==> src/rtl/servo_link_pkg.sv <==
// rtl/servo_link_pkg.sv - shared constants for the servo status serial link
// Purpose: FSM state encodings, default word width and bit divider, line idle level.
// Ports: none (package).
package servo_link_pkg;

    localparam int SERVO_WORD_W    = 16;
    localparam int BIT_DIV_DEFAULT = 104;

    localparam logic IDLE_LEVEL = 1'b1;

    localparam logic [2:0] ST_IDLE   = 3'd0;
    localparam logic [2:0] ST_START  = 3'd1;
    localparam logic [2:0] ST_DATA   = 3'd2;
    localparam logic [2:0] ST_PARITY = 3'd3;
    localparam logic [2:0] ST_STOP   = 3'd4;

endpackage

==> src/rtl/baud_tick_gen.sv <==
// rtl/baud_tick_gen.sv - bit-period tick generator for the servo serial link
// Purpose: counts 0..BIT_DIV-1 and flags the last cycle of each line bit.
// Ports:
//   mclk  in   system clock
//   rst   in   asynchronous reset, active-high
//   clr   in   restart the bit period (counter back to 0 next cycle)
//   tick  out  high on the final cycle of a bit period (count == BIT_DIV-1)
module baud_tick_gen #(
    parameter int BIT_DIV = 104
) (
    input  logic mclk,
    input  logic rst,
    input  logic clr,
    output logic tick
);

    localparam int CNT_W = 12;

    logic [CNT_W-1:0] cnt_q;
    logic [CNT_W-1:0] cnt_d;

    assign tick = (cnt_q == CNT_W'(BIT_DIV - 1));

    always_comb begin
        cnt_d = cnt_q + 1'b1;
        if (clr || tick) begin
            cnt_d = '0;
        end
    end

    always_ff @(posedge mclk or posedge rst) begin
        if (rst) begin
            cnt_q <= '0;
        end else begin
            cnt_q <= cnt_d;
        end
    end

endmodule

==> src/rtl/servo_frame_tx.sv <==
// rtl/servo_frame_tx.sv - UART-style serialiser for the 16-bit servo status word
// Purpose: one-entry holding register feeding a START/DATA/(PARITY)/STOP shifter.
//   Optional even parity bit is built when the macro PARITY_EN is defined.
// Ports:
//   mclk         in   system clock, all logic on posedge
//   rst          in   asynchronous reset, active-high
//   data_in      in   status word, captured on data_valid & ready
//   data_valid   in   one-cycle strobe
//   ready        out  holding register empty
//   tx           out  serial line, idles high
//   busy         out  shifter active (START through end of STOP)
//   overflow     out  sticky: strobe seen while holding register full
//   frame_count  out  completed frames, wraps at 256
module servo_frame_tx
    import servo_link_pkg::*;
#(
    parameter int WIDTH   = SERVO_WORD_W,
    parameter int BIT_DIV = BIT_DIV_DEFAULT
) (
    input  logic             mclk,
    input  logic             rst,
    input  logic [WIDTH-1:0] data_in,
    input  logic             data_valid,
    output logic             ready,
    output logic             tx,
    output logic             busy,
    output logic             overflow,
    output logic [7:0]       frame_count
);

    localparam int IDX_W = (WIDTH > 1) ? $clog2(WIDTH) : 1;

    logic [2:0]       state_q, state_d;
    logic [WIDTH-1:0] shift_q, shift_d;
    logic [IDX_W-1:0] bit_idx_q, bit_idx_d;
    logic [WIDTH-1:0] hold_data_q, hold_data_d;
    logic             hold_full_q, hold_full_d;
    logic             overflow_q, overflow_d;
    logic [7:0]       frame_count_q, frame_count_d;
    logic             load;
    logic             tick;
`ifdef PARITY_EN
    logic             parity_q, parity_d;
`endif

    baud_tick_gen #(
        .BIT_DIV (BIT_DIV)
    ) u_baud (
        .mclk (mclk),
        .rst  (rst),
        .clr  (load),
        .tick (tick)
    );

    always_comb begin
        state_d       = state_q;
        shift_d       = shift_q;
        bit_idx_d     = bit_idx_q;
        hold_data_d   = hold_data_q;
        hold_full_d   = hold_full_q;
        overflow_d    = overflow_q;
        frame_count_d = frame_count_q;
        load          = 1'b0;
`ifdef PARITY_EN
        parity_d      = parity_q;
`endif

        // A full holding register is never overwritten; the late word is dropped.
        if (data_valid) begin
            if (hold_full_q) begin
                overflow_d = 1'b1;
            end else begin
                hold_full_d = 1'b1;
                hold_data_d = data_in;
            end
        end

        case (state_q)
            ST_IDLE: begin
                if (hold_full_q) begin
                    load = 1'b1;
                end
            end
            ST_START: begin
                if (tick) begin
                    state_d   = ST_DATA;
                    bit_idx_d = IDX_W'(WIDTH - 1);
                end
            end
            ST_DATA: begin
                if (tick) begin
                    if (bit_idx_q == '0) begin
`ifdef PARITY_EN
                        state_d = ST_PARITY;
`else
                        state_d = ST_STOP;
`endif
                    end else begin
                        bit_idx_d = bit_idx_q - 1'b1;
                        shift_d   = shift_q << 1;
                    end
                end
            end
`ifdef PARITY_EN
            ST_PARITY: begin
                if (tick) begin
                    state_d = ST_STOP;
                end
            end
`endif
            ST_STOP: begin
                if (tick) begin
                    frame_count_d = frame_count_q + 8'd1;
                    // Back-to-back frames: go straight to START with no idle bit.
                    if (hold_full_q) begin
                        load = 1'b1;
                    end else begin
                        state_d = ST_IDLE;
                    end
                end
            end
            default: state_d = ST_IDLE;
        endcase

        // load and a new capture are exclusive: capture needs empty, load needs full.
        if (load) begin
            shift_d     = hold_data_q;
            hold_full_d = 1'b0;
            state_d     = ST_START;
`ifdef PARITY_EN
            parity_d    = ^hold_data_q;
`endif
        end
    end

    always_ff @(posedge mclk or posedge rst) begin
        if (rst) begin
            state_q       <= ST_IDLE;
            shift_q       <= '0;
            bit_idx_q     <= '0;
            hold_data_q   <= '0;
            hold_full_q   <= 1'b0;
            overflow_q    <= 1'b0;
            frame_count_q <= 8'd0;
`ifdef PARITY_EN
            parity_q      <= 1'b0;
`endif
        end else begin
            state_q       <= state_d;
            shift_q       <= shift_d;
            bit_idx_q     <= bit_idx_d;
            hold_data_q   <= hold_data_d;
            hold_full_q   <= hold_full_d;
            overflow_q    <= overflow_d;
            frame_count_q <= frame_count_d;
`ifdef PARITY_EN
            parity_q      <= parity_d;
`endif
        end
    end

    // Line level decoded straight from registered state so reset forces idle at once.
    always_comb begin
        tx = IDLE_LEVEL;
        case (state_q)
            ST_START: tx = ~IDLE_LEVEL;
            ST_DATA:  tx = shift_q[WIDTH-1];
`ifdef PARITY_EN
            ST_PARITY: tx = parity_q;
`endif
            default:  tx = IDLE_LEVEL;
        endcase
    end

    assign busy        = (state_q != ST_IDLE);
    assign ready       = ~hold_full_q;
    assign overflow    = overflow_q;
    assign frame_count = frame_count_q;

endmodule

==> config.mk <==
export PLATFORM = sky130hd
export DESIGN_NAME = servo_frame_tx
export DESIGN_NICKNAME = d
export VERILOG_FILES = /design/src/rtl/servo_link_pkg.sv /design/src/rtl/baud_tick_gen.sv /design/src/rtl/servo_frame_tx.sv
export SDC_FILE = /design/constraint.sdc
export NUM_CORES = 1
export LEC_CHECK = 0
export CAP_MARGIN = 20
export CORE_AREA = 2 2 77 98
export DETAILED_ROUTE_END_ITERATION = 12
export DIE_AREA = 0 0 79 100
export PLACE_DENSITY = 0.6
export SLEW_MARGIN = 20
export SYNTH_ARGS = -nofsm -noshare
export SYNTH_HDL_FRONTEND = slang
export SYNTH_SLANG_ARGS = --single-unit
==> constraint.sdc <==
create_clock -name mclk -period 6.2 [get_ports mclk]
set_clock_uncertainty 0.15 [all_clocks]
set_input_delay 1.24 -clock mclk [delete_from_list [all_inputs] [get_ports mclk]]
set_output_delay 1.24 -clock mclk [all_outputs]
set_load 0.02 [all_outputs]
# Word-level counts from Yosys, hierarchy flattened
# Index checks and enable logic that the tools add are counted.
# totals
wordCells	62
in_bits	19
output_inout_bits	12
ff_bits	61
# classes
reduce_logical	14
add_sub_neg	3
n_eq_ne	14
bitwise_logic	1
muxes	22
# ops
operator	n
$mux W16	4
$mux W3	6
$add A12 B1 Y12 const B	1
$eq A12 B7 Y1 const B	1
$mux W12	1
$mux W4	3
$pmux W3 S4	1
$ne A3 B1 Y1 const B	3
$add A8 B1 Y8 const B	1
$ne A2 B1 Y1 const B	4
$pmux W4 S2	1
$reduce_bool A2 Y1	4
$ne A3 B2 Y1 const B	2
$reduce_and A2 Y1	3
$reduce_and A6 Y1	1
$logic_not A4 Y1	1
$mux W1	4
$pmux W1 S2	2
$reduce_and A4 Y1	1
$sub A4 B1 Y4 const B	1
$eq A3 B1 Y1 const B	1
$eq A3 B2 Y1 const B	1
$eq A3 B3 Y1 const B	1
$logic_not A3 Y1	1
5 further kinds	5

# Longest topological paths before layout
# depth
word_depth	5
ltp_mapped	7
ltp_nobuf	6

# By module
# Synthesis repeated with hierarchy kept, for this count alone.
# unflattened
cells_unflattened	254
area_unflattened_um2	2837.7
# modules_own_cells
module	instances	area_each_um2	cells_each
servo_frame_tx	1	2199.6	190
baud_tick_gen	1	638.1	64

# Worst setup path after synthesis
# Ideal clock, no wire load.
# synth_path
path_kind	input to register
from	input data_valid
to	register hold_data_q[0]
slack_ns	3.606
arrival_time_ns	2.320
required_ns	5.925
cell_stages	4
setup_ns	0.125
path_cell_list	nor2b_1 > clkbuf_1 > clkbuf_1 > mux2_2
# synth_between
elab_chain_cells	1
# synth_rtl
item	line_no	rtl
start: declaration	servo_frame_tx.sv:23	input logic data_valid,
$reduce_and A2 Y1 (no line)	--	
end signal: assignment	servo_frame_tx.sv:152	hold_data_q <= hold_data_d;
end: declaration	servo_frame_tx.sv:36	logic [WIDTH-1:0] hold_data_q, hold_data_d;
# Every way passes these cells.
# A chain may end at the register's enable or synchronous reset.

# Worst setup path after layout
# layout_path
from	register state_q[1]
to	output busy
# layout_between
elab_chain_cells	1
# layout_rtl
item	line_no	rtl
start: declaration	servo_frame_tx.sv:33	logic [2:0] state_q, state_d;
start signal: assignment	servo_frame_tx.sv:149	state_q <= state_d;
$reduce_bool A3 Y1	servo_frame_tx.sv:175	assign busy = (state_q != ST_IDLE);
end: declaration	servo_frame_tx.sv:26	output logic busy,
# Every way passes these cells.

==> run_results.csv <==
group,metric,value,unit
finish,drive_gt1_frac,0.2014,
detailed_routing,wl,5.286,mm
worst_hold_path,hold_path_depth,1,
placement,dpl_worst_slack,3.406,ns
grt,grt_overflow,0,
cts,tritoncts,"built",
cts,cts_setup_buffers,0,
power_and_ir_drop,power.leakage,1.385,nW
yosys,synth-edff-count,0,
cts,postCtsHoldBufs,0,
timing,worst_slack,3.095,ns
setup_path,crit_path_end_kind,"output pin",
yosys,synth_ff_type,"dfrtp_1",
setup_path,required,4.81,ns
timing,worst_pin_slew,0.7733,ns
timing,drv_slew,0,
yosys,synth_seq_cells,61,
yosys,synthCells,239,
floorplanning,rows,35,
setup_path,worstSetupPathType,"flip-flop to output pin",
cts,clkTransAtPathRegs,0.07,ns
outcome,status,"finished, final reports clean",
grt,antenna_found_initial,0,
placement,globalplace.congestion,0.7685,
finish,most-common-layout-cells,"dfrtp_1, clkdlybuf4s50_1, nor2_1",
grt,grt_usage,0.1500,
setup_path,r2r-start,"u_baud.cnt_q[3]$_DFF_PP0_",
setup_path,crit_fanout,8,
cts,cts-root-buf,"clkbuf_8",
floorplanning,boundaryPins,31,
placement,hpwl,3.499,mm
grt,grt_pass1_wl,9.197,mm
cts,cts_sinks,61,
yosys,syn_area_per_cell,11.70,um^2
setup_path,worstReg2RegEnd,"shift_q[4]$_DFFE_PP0P_",
cts,clk_latency,0.33,ns
cts,cts_made_buffers,9,
detailed_routing,viasPerCell,5.392,
yosys,syn_area,0.002796,mm^2
detailed_routing,remaining_drc_errors,0,
cts,htree_levels,3,
timing,maxSlewHeadroom,0.4844,
setup_path,slowest_stage,"clkdlybuf4s50_1",
power_and_ir_drop,power_density,346.6,mW/mm^2
timing,tns,0,ns
flow_run,max-cap-violations,0,
detailed_routing,detail-route-antenna-nets,0,
timing,rsz0062_at_grt,"no",
timing,fin_crit,3.105,ns
floorplanning,die_h,100,um
yosys,postSynth.asyncResetShare,1.000,
floorplanning,die_w,79,um
yosys,yosysSeqAreaShare,0.5459,
grt,grt_max_degree,62,
power_and_ir_drop,ir_drop,0.1176,mV
finish,diodes,0,
finish,final_common_cell,"dfrtp_1",
worst_hold_path,hp-class,"flip-flop to flip-flop",
floorplanning,dieArea,0.007900,mm^2
detailed_routing,post_drt_wl_per_cell,14.29,um
setup_path,reg2regPathDepth,5,
power_and_ir_drop,power,1.174,mW
setup_path,r2r_slack,3.76,ns
detailed_routing,vias,1995,
setup_path,slowest_delay,0.54,ns
worst_hold_path,hold_end,"overflow$_DFFE_PP0P_",
worst_hold_path,hp-start,"overflow$_DFFE_PP0P_",
setup_path,cp-start-kind,"flip-flop",
yosys,syn_nets,261,
cts,cts_resized,0,
timing,finalCritPeriodShare,0.5009,
floorplanning,initial_core_util,0.3942,
floorplanning,core,0.007094,mm^2
cts,clock_path_buffers,2,
yosys,synth.distinct_cells,42,
finish,layout.nets,295,
placement,numPortBuffers,30,
yosys,ys_warn_count,0,
timing,setup_viol,0,
setup_path,crit_arrival,1.72,ns
finish,syn2layout_area_growth,21.16,%
detailed_routing,first_pass_iters,5,
setup_path,crit_chain,"nor2_1, nand2_1, clkdlybuf4s50_1",
detailed_routing,drtIter0Drc,87,
timing,finalHoldViolations,0,
grt,first_global_vias,2006,
timing,max_freq,0.3220,GHz
## synthesized netlist by cell type, drive strengths merged (3+ instances only)
| master | number | share of area |
|---|---|---|
| nor4 | 3 | 0.012 |
| nor3 | 6 | 0.011 |
| or3 | 18 | 0.042 |
| xor2 | 5 | 0.016 |
| buf | 5 | 0.013 |
| xnor2 | 12 | 0.038 |
| o22ai | 3 | 0.012 |
| clkbuf | 5 | 0.0072 |
| nand4 | 8 | 0.018 |
| nand2 | 7 | 0.0094 |
| inv | 11 | 0.015 |
| dfrtp | 61 | 0.55 |
| nor2 | 21 | 0.028 |
| mux2 | 18 | 0.072 |
| ha | 3 | 0.013 |
| o221a | 14 | 0.056 |
| o21ai | 5 | 0.010 |
| a21oi | 3 | 0.0054 |
| nand3 | 10 | 0.018 |
## how the worst max path moves through the flow
stage / slack, ns / depth (start not counted) / to / startpoint
CTS: 3.07 / 3 / busy / state_q[1]$_DFFE_PP0P_
detailed placement: 3.41 / 4 / hold_data_q[13]$_DFFE_PP0P_ / data_valid
finish: 3.09 / 3 / busy / state_q[1]$_DFFE_PP0P_
global route: 2.94 / 3 / busy / state_q[1]$_DFFE_PP0P_
floorplan: 3.30 / 1 / bit_idx_q[0]$_DFFE_PP0P_ / rst
global placement: 3.41 / 4 / hold_data_q[8]$_DFFE_PP0P_ / data_valid
## sequential cells by signal, summed over array words and instances (netlist names)
register / cells
frame_count: 8
hold_data_q: 16
overflow: 1
state_q: 3
hold_full_q: 1
u_baud.cnt_q: 12
shift_q: 16
bit_idx_q: 4
## logic make-up after synthesis
group / share of synthesized area
buf+inv: 0.03534
flops: 0.5459
simple gates: 0.1714
compound gates: 0.1083
mux: 0.07248
xor+xnor: 0.05324
fa+ha+maj: 0.01342
## final cells by class
class                   instances  area (um^2)
inverters                      11        41.29
well taps                      92        115.1
clock buffers                  13        168.9
multi-input cells             157         1171
clock inverters                 3        42.54
flip-flops and latches         61         1526
repair buffers                 33        322.8
fillers                       693         3706
## critical path: cells and delay by family, from the launching register on
| kind | cells | cell delay (ns) |
|---|---|---|
| buffers and inverters | 1 | 0.54 |
| flip-flops | 1 | 0.44 |
| AND/OR/NAND/NOR | 2 | 0.41 |
## routing by layer
| layer | GRT usage | wire, um | up-vias | share of wire |
|---|---|---|---|---|
| li1 | - | - | 947 | - |
| met4 | 0.08488 | 141 | 0 | 0.027 |
| met2 | 0.2379 | 2509 | 45 | 0.47 |
| met1 | 0.1865 | 2410 | 993 | 0.46 |
| met5 | 0 | 0 | - | 0 |
| met3 | 0.03777 | 225 | 10 | 0.043 |
## metrics by stage
| step | util | std cells | cell area [um^2] | hold slack [ns] |
|---|---|---|---|---|
| 2_1_floorplan | - | 239 | 2796 | 0.3051 |
| 3_3_place_gp | 0.4478 | 354 | 3177 | 0.2892 |
| 3_5_place_dp | 0.4478 | 354 | 3177 | 0.3013 |
| 4_1_cts | 0.4776 | 370 | 3388 | 0.3157 |
| 5_1_grt | 0.4776 | 370 | 3388 | 0.3345 |
| 6_report | 0.4776 | 370 | 3388 | 0.3129 |
## where the power goes
part           internal (mW)  total, mW  switching [mW]
registers              0.503      0.587          0.0832
clock network          0.218      0.367           0.149
logic                  0.127      0.221          0.0940
(Power assumes the default switching activity.)
